File: src/rtl/txll_frame_ctrl.sv
// ---------------------------------------------------------------------------
// txll_frame_ctrl
//   Pulls complete frames out of a first-word-fall-through FIFO and hands
//   them dword by dword to the transport/link layer. A frame is opened only
//   once the FIFO holds a whole frame, the link is asked for a grant, and the
//   frame is streamed with zero-latency pops (the FIFO head is presented
//   directly as tx_data). Frames longer than C_MAX_DWORDS are cut short,
//   with the remainder discarded, and a frame that never gets a grant is
//   flushed from the FIFO.
//
// Ports
//   rd_clk        clock; all logic runs in this domain
//   rst           synchronous, active-high reset
//   fifo_do       FIFO head: [31:0] data, [34] EOF marker, other bits unused
//   fifo_empty    FIFO head is not valid
//   fifo_eof_rdy  at least one complete frame is resident in the FIFO
//   fifo_rd_en    pop the FIFO head
//   tx_req        request the link to open a frame
//   tx_gnt        link accepts the request (one-cycle pulse)
//   tx_data       frame dword
//   tx_valid      tx_data is valid
//   tx_ready      link accepts the dword (low = HOLD)
//   tx_sof        first dword of the frame, qualified by tx_valid
//   tx_eof        last dword of the frame, qualified by tx_valid
//   tx_done       link finished its end-of-frame handshake (pulse)
//   tx_ok         status alongside tx_done: 1 = R_OK, 0 = R_ERR
//   frame_len     dwords accepted by the link in the last/current frame
//   sts_done      one-cycle pulse when a frame is finished
//   sts_err       latched status: 00 ok, 01 R_ERR, 10 grant timeout,
//                 11 overlength
//   busy          controller is not idle
// ---------------------------------------------------------------------------
module txll_frame_ctrl #(
  parameter int unsigned C_MAX_DWORDS  = 2049,
  parameter int unsigned C_GNT_TIMEOUT = 1023
) (
  input  logic        rd_clk,
  input  logic        rst,
  input  logic [35:0] fifo_do,
  input  logic        fifo_empty,
  input  logic        fifo_eof_rdy,
  output logic        fifo_rd_en,
  output logic        tx_req,
  input  logic        tx_gnt,
  output logic [31:0] tx_data,
  output logic        tx_valid,
  input  logic        tx_ready,
  output logic        tx_sof,
  output logic        tx_eof,
  input  logic        tx_done,
  input  logic        tx_ok,
  output logic [11:0] frame_len,
  output logic        sts_done,
  output logic [1:0]  sts_err,
  output logic        busy
);

  localparam logic [2:0] S_IDLE      = 3'd0;
  localparam logic [2:0] S_REQ       = 3'd1;
  localparam logic [2:0] S_XFER      = 3'd2;
  localparam logic [2:0] S_DRAIN     = 3'd3;
  localparam logic [2:0] S_WAIT_DONE = 3'd4;
  localparam logic [2:0] S_FLUSH     = 3'd5;

  localparam logic [1:0] ERR_OK      = 2'b00;
  localparam logic [1:0] ERR_RERR    = 2'b01;
  localparam logic [1:0] ERR_GNT_TO  = 2'b10;
  localparam logic [1:0] ERR_OVERLEN = 2'b11;

  localparam int unsigned GW = (C_GNT_TIMEOUT < 1) ? 1 : $clog2(C_GNT_TIMEOUT + 1);
  localparam int unsigned DW = (C_MAX_DWORDS < 2) ? 1 : $clog2(C_MAX_DWORDS + 1);

  localparam logic [GW-1:0] GNT_LIMIT = GW'(C_GNT_TIMEOUT);
  localparam logic [DW-1:0] LAST_SLOT = DW'(C_MAX_DWORDS - 1);

  logic [2:0]    state;
  logic [2:0]    state_nx;
  logic [GW-1:0] gnt_cnt;
  // Frame position counter kept apart from frame_len: frame_len saturates at
  // 12 bits, while the overlength cut must work for any C_MAX_DWORDS.
  logic [DW-1:0] dw_cnt;
  logic          sof_pend;

  logic          head_eof;
  logic          at_last_slot;
  logic          accept;
  logic          unused_bits;

  assign head_eof    = fifo_do[34];
  assign unused_bits = ^{fifo_do[35], fifo_do[33:32]};

  // -------------------------------------------------------------------------
  // Link/FIFO side outputs are pure functions of state and the FIFO head so
  // a pop happens in the same cycle the link accepts the dword.
  // -------------------------------------------------------------------------
  always_comb begin
    tx_req       = (state == S_REQ);
    busy         = (state != S_IDLE);
    tx_valid     = (state == S_XFER) && !fifo_empty;
    tx_data      = (state == S_XFER) ? fifo_do[31:0] : '0;
    at_last_slot = (dw_cnt == LAST_SLOT);
    tx_sof       = tx_valid && sof_pend;
    // The dword that fills the last slot closes the frame on the link even
    // when the FIFO word carries no EOF marker.
    tx_eof       = tx_valid && (head_eof || at_last_slot);
    accept       = tx_valid && tx_ready;

    case (state)
      S_XFER:           fifo_rd_en = accept;
      S_DRAIN, S_FLUSH: fifo_rd_en = !fifo_empty;
      default:          fifo_rd_en = 1'b0;
    endcase
  end

  // -------------------------------------------------------------------------
  // Next-state logic
  // -------------------------------------------------------------------------
  always_comb begin
    state_nx = state;
    case (state)
      S_IDLE: begin
        if (fifo_eof_rdy) state_nx = S_REQ;
      end
      S_REQ: begin
        // A grant arriving on the timeout cycle still wins.
        if (tx_gnt)                    state_nx = S_XFER;
        else if (gnt_cnt == GNT_LIMIT) state_nx = S_FLUSH;
      end
      S_XFER: begin
        if (accept && tx_eof) state_nx = head_eof ? S_WAIT_DONE : S_DRAIN;
      end
      S_DRAIN: begin
        if (fifo_rd_en && head_eof) state_nx = S_WAIT_DONE;
      end
      S_WAIT_DONE: begin
        if (tx_done) state_nx = S_IDLE;
      end
      S_FLUSH: begin
        if (fifo_rd_en && head_eof) state_nx = S_IDLE;
      end
      default: state_nx = S_IDLE;
    endcase
  end

  // -------------------------------------------------------------------------
  // State, counters and status
  // -------------------------------------------------------------------------
  always_ff @(posedge rd_clk) begin
    if (rst) begin
      state     <= S_IDLE;
      gnt_cnt   <= '0;
      dw_cnt    <= '0;
      sof_pend  <= 1'b0;
      frame_len <= '0;
      sts_done  <= 1'b0;
      sts_err   <= ERR_OK;
    end else begin
      state    <= state_nx;
      sts_done <= 1'b0;

      case (state)
        S_IDLE: begin
          if (fifo_eof_rdy) begin
            sts_err <= ERR_OK;
            gnt_cnt <= '0;
          end
        end

        S_REQ: begin
          if (tx_gnt) begin
            frame_len <= '0;
            dw_cnt    <= '0;
            sof_pend  <= 1'b1;
          end else if (gnt_cnt == GNT_LIMIT) begin
            sts_err <= ERR_GNT_TO;
          end else begin
            gnt_cnt <= gnt_cnt + 1'b1;
          end
        end

        S_XFER: begin
          if (accept) begin
            sof_pend <= 1'b0;
            dw_cnt   <= dw_cnt + 1'b1;
            if (frame_len != '1) frame_len <= frame_len + 1'b1;
            if (at_last_slot && !head_eof) sts_err <= ERR_OVERLEN;
          end
        end

        S_WAIT_DONE: begin
          if (tx_done) begin
            sts_done <= 1'b1;
            // An overlength cut is the more useful diagnosis; R_ERR does not
            // overwrite it.
            if (!tx_ok && (sts_err != ERR_OVERLEN)) sts_err <= ERR_RERR;
          end
        end

        S_FLUSH: begin
          if (fifo_rd_en && head_eof) sts_done <= 1'b1;
        end

        default: ;
      endcase
    end
  end

endmodule

File: config.mk
export PLATFORM = sky130hd
export DESIGN_NAME = txll_frame_ctrl
export DESIGN_NICKNAME = d
export VERILOG_FILES = /design/src/rtl/txll_frame_ctrl.sv
export SDC_FILE = /design/constraint.sdc
export NUM_CORES = 1
export LEC_CHECK = 0
export ABC_CLOCK_PERIOD_IN_PS = 2300
export CAP_MARGIN = 20
export CORE_UTILIZATION = 39
export DETAILED_ROUTE_END_ITERATION = 6
export PLACE_DENSITY = 0.78
export SYNTH_ARGS = -nofsm -noshare
export SYNTH_HDL_FRONTEND = slang
export SYNTH_SLANG_ARGS = --single-unit
File: constraint.sdc
create_clock -name rd_clk -period 2.3 [get_ports rd_clk]
set_input_delay 0.23 -clock rd_clk [delete_from_list [all_inputs] [get_ports rd_clk]]
set_output_delay 0.23 -clock rd_clk [all_outputs]
set_load 0.02 [all_outputs]
==> results.yml, run 1 <==
worst_setup_path:
  critPathSlowestCell: "clkdlybuf4s50_1"
  arrival_ns: 1.98
  crit_required_ns: 2.07
  crit_chain: "nor3b_4 -> buf_12 -> and2_1 -> clkdlybuf4s50_1"
  critPathKind: "reg2out"
  crit_path_end_kind: "output pin"
  critPathMaxStageDelay_ns: 0.61
  r2r_slack_ns: 0.35
  startpoint_type: "flop"
  crit_fanout: 32
sta:
  worst_slew_pin_slew_ns: 0.3671
  finalSetupTns_ns: 0
  hold_slack_ns: 0.4792
  maxSlewHeadroom: 0.7527
  skew_ns: 0.008047
  fmax_ghz: 0.4519
  min_period_ns: 2.213
  final.setup.worst_slack_ns: 0.08728
  drv_slew: 0
  setup-violations-final: 0
  rsz0062_at_grt: "no"
  fin_crit_sh: 0.9621
  hold_violations: 0
global_route:
  grt_usage: 0.1804
  overflow: 0
  grt_max_degree: 33
  grt_pass1_vias: 2011
  grt_antenna_before_repair: 0
  grt_pass1_wl_mm: 9.156
synthesis:
  ys.flop_type: "dfxtp_1"
  ys_warn_count: 0
  synth_cells: 293
  synth_cell_types: 45
  syn_area_per_cell_um2: 8.101
  seq_area_frac_synth: 0.3458
  synth_top_area_frac: 0.3458
  synth_top_cell_by_area: "dfxtp_1"
  async_flop_share: 0
  synthTopCellsByArea: "dfxtp_1, and2_1, nor2_1"
  syn_area_um2: 2374
  synthesis.nets: 341
  synth_edf_count: 0
  ys_seq_elements: 41
floorplanning:
  die_w_um: 80.01
  core_area_um2: 5886
  fp-row-count: 28
  pin_count: 97
  die_y_um: 80.01
  initial_core_util: 0.4033
  die-area_um2: 6402
place:
  pre_cts_slack_ns: 0.1750
  io_buffers: 93
  gp_congestion: 0.7915
  dpl.hpwl_mm: 4.375
job:
  timing.max_cap.violations: 0
cts:
  cts.sinks: 41
  clockBufferDepth: 2
  clk_latency_ns: 0.28
  cts_tree: "yes"
  htreeDepth: 2
  cts_setup_buffers: 0
  cts.clk_slew.worst_paths_ns: 0.08
  cts_inserted_buffers: 5
  cts_root_buf: "clkbuf_8"
power:
  pwr_density_cell_nw_per_um2: 682.8
  leakagePower_nw: 1.301
  peakVddDrop_mv: 0.5572
finish:
  syn_to_final_growth_pct: 48.34
  n_antenna_cell: 0
  drive_gt1_frac: 0.07969
  num-fill-cells: 523
  final_nets: 437
worst_hold_path:
  hp-class: "reg2reg"
run_status:
  status: "completed"
drt:
  final_antenna_net_count: 0
  drtIter0Drc: 128
  drcViolationCount: 0
  drt_wl_total_mm: 5.800
  vias: 2255
  firstDrtPassIters: 4
  wl_per_cell_um: 12.50
  vias_per_cell: 4.860
[placed cells by master, fill, tap and decap left out, types with 2 or more instances in the layout]
| cell type | Yosys | routed |
|---|---|---|
| or3_1 | 6 | 6 |
| nand2b_1 | 4 | 4 |
| dfxtp_1 | 41 | 41 |
| xor2_1 | 16 | 16 |
| nand3_1 | 14 | 14 |
| nand2_1 | 16 | 16 |
| nor4_1 | 2 | 2 |
| xnor2_1 | 12 | 12 |
| nor3_1 | 7 | 7 |
| a21oi_1 | 10 | 10 |
| o21ai_0 | 7 | 7 |
| nor2_1 | 49 | 48 |
| dlygate4sd2_1 | 0 | 3 |
| nor4b_1 | 2 | 2 |
| buf_4 | 0 | 10 |
| nand3b_1 | 4 | 4 |
| nand4_1 | 8 | 8 |
| and4_1 | 3 | 3 |
| clkbuf_8 | 0 | 5 |
| clkdlybuf4s50_1 | 0 | 90 |
| and3_1 | 5 | 5 |
| nor2b_1 | 2 | 2 |
| inv_1 | 6 | 6 |
| ha_1 | 4 | 4 |
| o211ai_1 | 2 | 2 |
| and2_1 | 34 | 34 |
| mux2i_1 | 6 | 6 |
[stage by stage]
| step | area (um2) | power, W | cells | utilization |
|---|---|---|---|---|
| 6_report | 3521 | 0.002404 | 464 | 0.5982 |
| 5_1_grt | 3521 | 0.002547 | 464 | 0.5982 |
| 4_1_cts | 3521 | 0.002423 | 464 | 0.5982 |
| 3_5_place_dp | 3418 | 0.001861 | 457 | 0.5808 |
| 3_3_place_gp | 3418 | 0.001842 | 457 | 0.5808 |
| 2_1_floorplan | 2374 | 0.001502 | 293 | - |
[cell type report]
class                   instances  area [um2]  share of cell area
clock buffers                   5       68.82             0.01955
clock inverters                 2       35.03            0.009950
inverters                       6       22.52            0.006397
multi-input cells             231        1458              0.4140
flip-flops and latches         41       820.8              0.2331
well taps                      75       93.84             0.02665
repair buffers                104        1022              0.2903
[final timing paths]
kind                    from            to  depth (start not counted)
hold / removal    sts_err[0]    sts_err[0]                          2
hold reg to reg   sts_err[0]    sts_err[0]                          2
setup reg to reg    state[0]  frame_len[9]                          7
setup / recovery    state[1]   tx_data[28]                          4
[repair_timing]
action / 4_1_cts / 5_1_grt
endpoints found under the setup margin: 3 / 0
hold buffers: 0 / 0
resized for setup: 4 / 0
[where the power goes]
part           internal (W)  switching (W)
logic              0.000494       0.000550
registers          0.000760      0.0000454
clock network      0.000316       0.000240
total               0.00157       0.000835
[layer usage]
layer	track usage	share of wire
met5	0	0
met4	0.04286	0.0093
met3	0.03429	0.029
met2	0.2915	0.46
met1	0.2460	0.50
[state kept, by name, indices dropped and copies added (netlist names)]
name	count
dw_cnt	12
gnt_cnt	10
sts_done	1
frame_len	12
state	3
sts_err	2
sof_pend	1
[cell usage after synthesis, types with 2 or more instances]
library cell,count
nor4b_1,2
a21oi_1,10
ha_1,4
nand4_1,8
nor3_1,7
xnor2_1,12
buf_6,2
o211ai_1,2
or3_1,6
inv_1,6
nor4_1,2
and4_1,3
nand2_1,16
clkbuf_1,9
dfxtp_1,41
nand2b_1,4
nand3_1,14
nor2b_1,2
xor2_1,16
o21ai_0,7
and3_1,5
buf_2,3
and2_1,34
mux2i_1,6
nor2_1,49
nand3b_1,4
[worst max-delay path, delay by kind of cell (launching register included)]
| kind | cells | cell delay, ns |
|---|---|---|
| AND/OR/NAND/NOR | 2 | 0.51 |
| buffers and inverters | 2 | 0.82 |
| flip-flops | 1 | 0.36 |
[logic make-up after synthesis]
kind of cell	share of synthesized area
buf+inv	0.04111
mux	0.02530
fa+ha+maj	0.02109
simple gates	0.3869
compound gates	0.07644
flops	0.3458
xor+xnor	0.1033
No activity file was read; power rests on OpenSTA's default activity.
==> run 2: changes to the inputs <==
--- a/config.mk
+++ b/config.mk
@@ -10,6 +10,7 @@
 export CORE_UTILIZATION = 39
 export DETAILED_ROUTE_END_ITERATION = 6
 export PLACE_DENSITY = 0.78
+export SLEW_MARGIN = 20
 export SYNTH_ARGS = -nofsm -noshare
 export SYNTH_HDL_FRONTEND = slang
 export SYNTH_SLANG_ARGS = --single-unit
==> results of run 2 <==
Same layout as run 1: the final DEF is identical, and so are final timing and power.
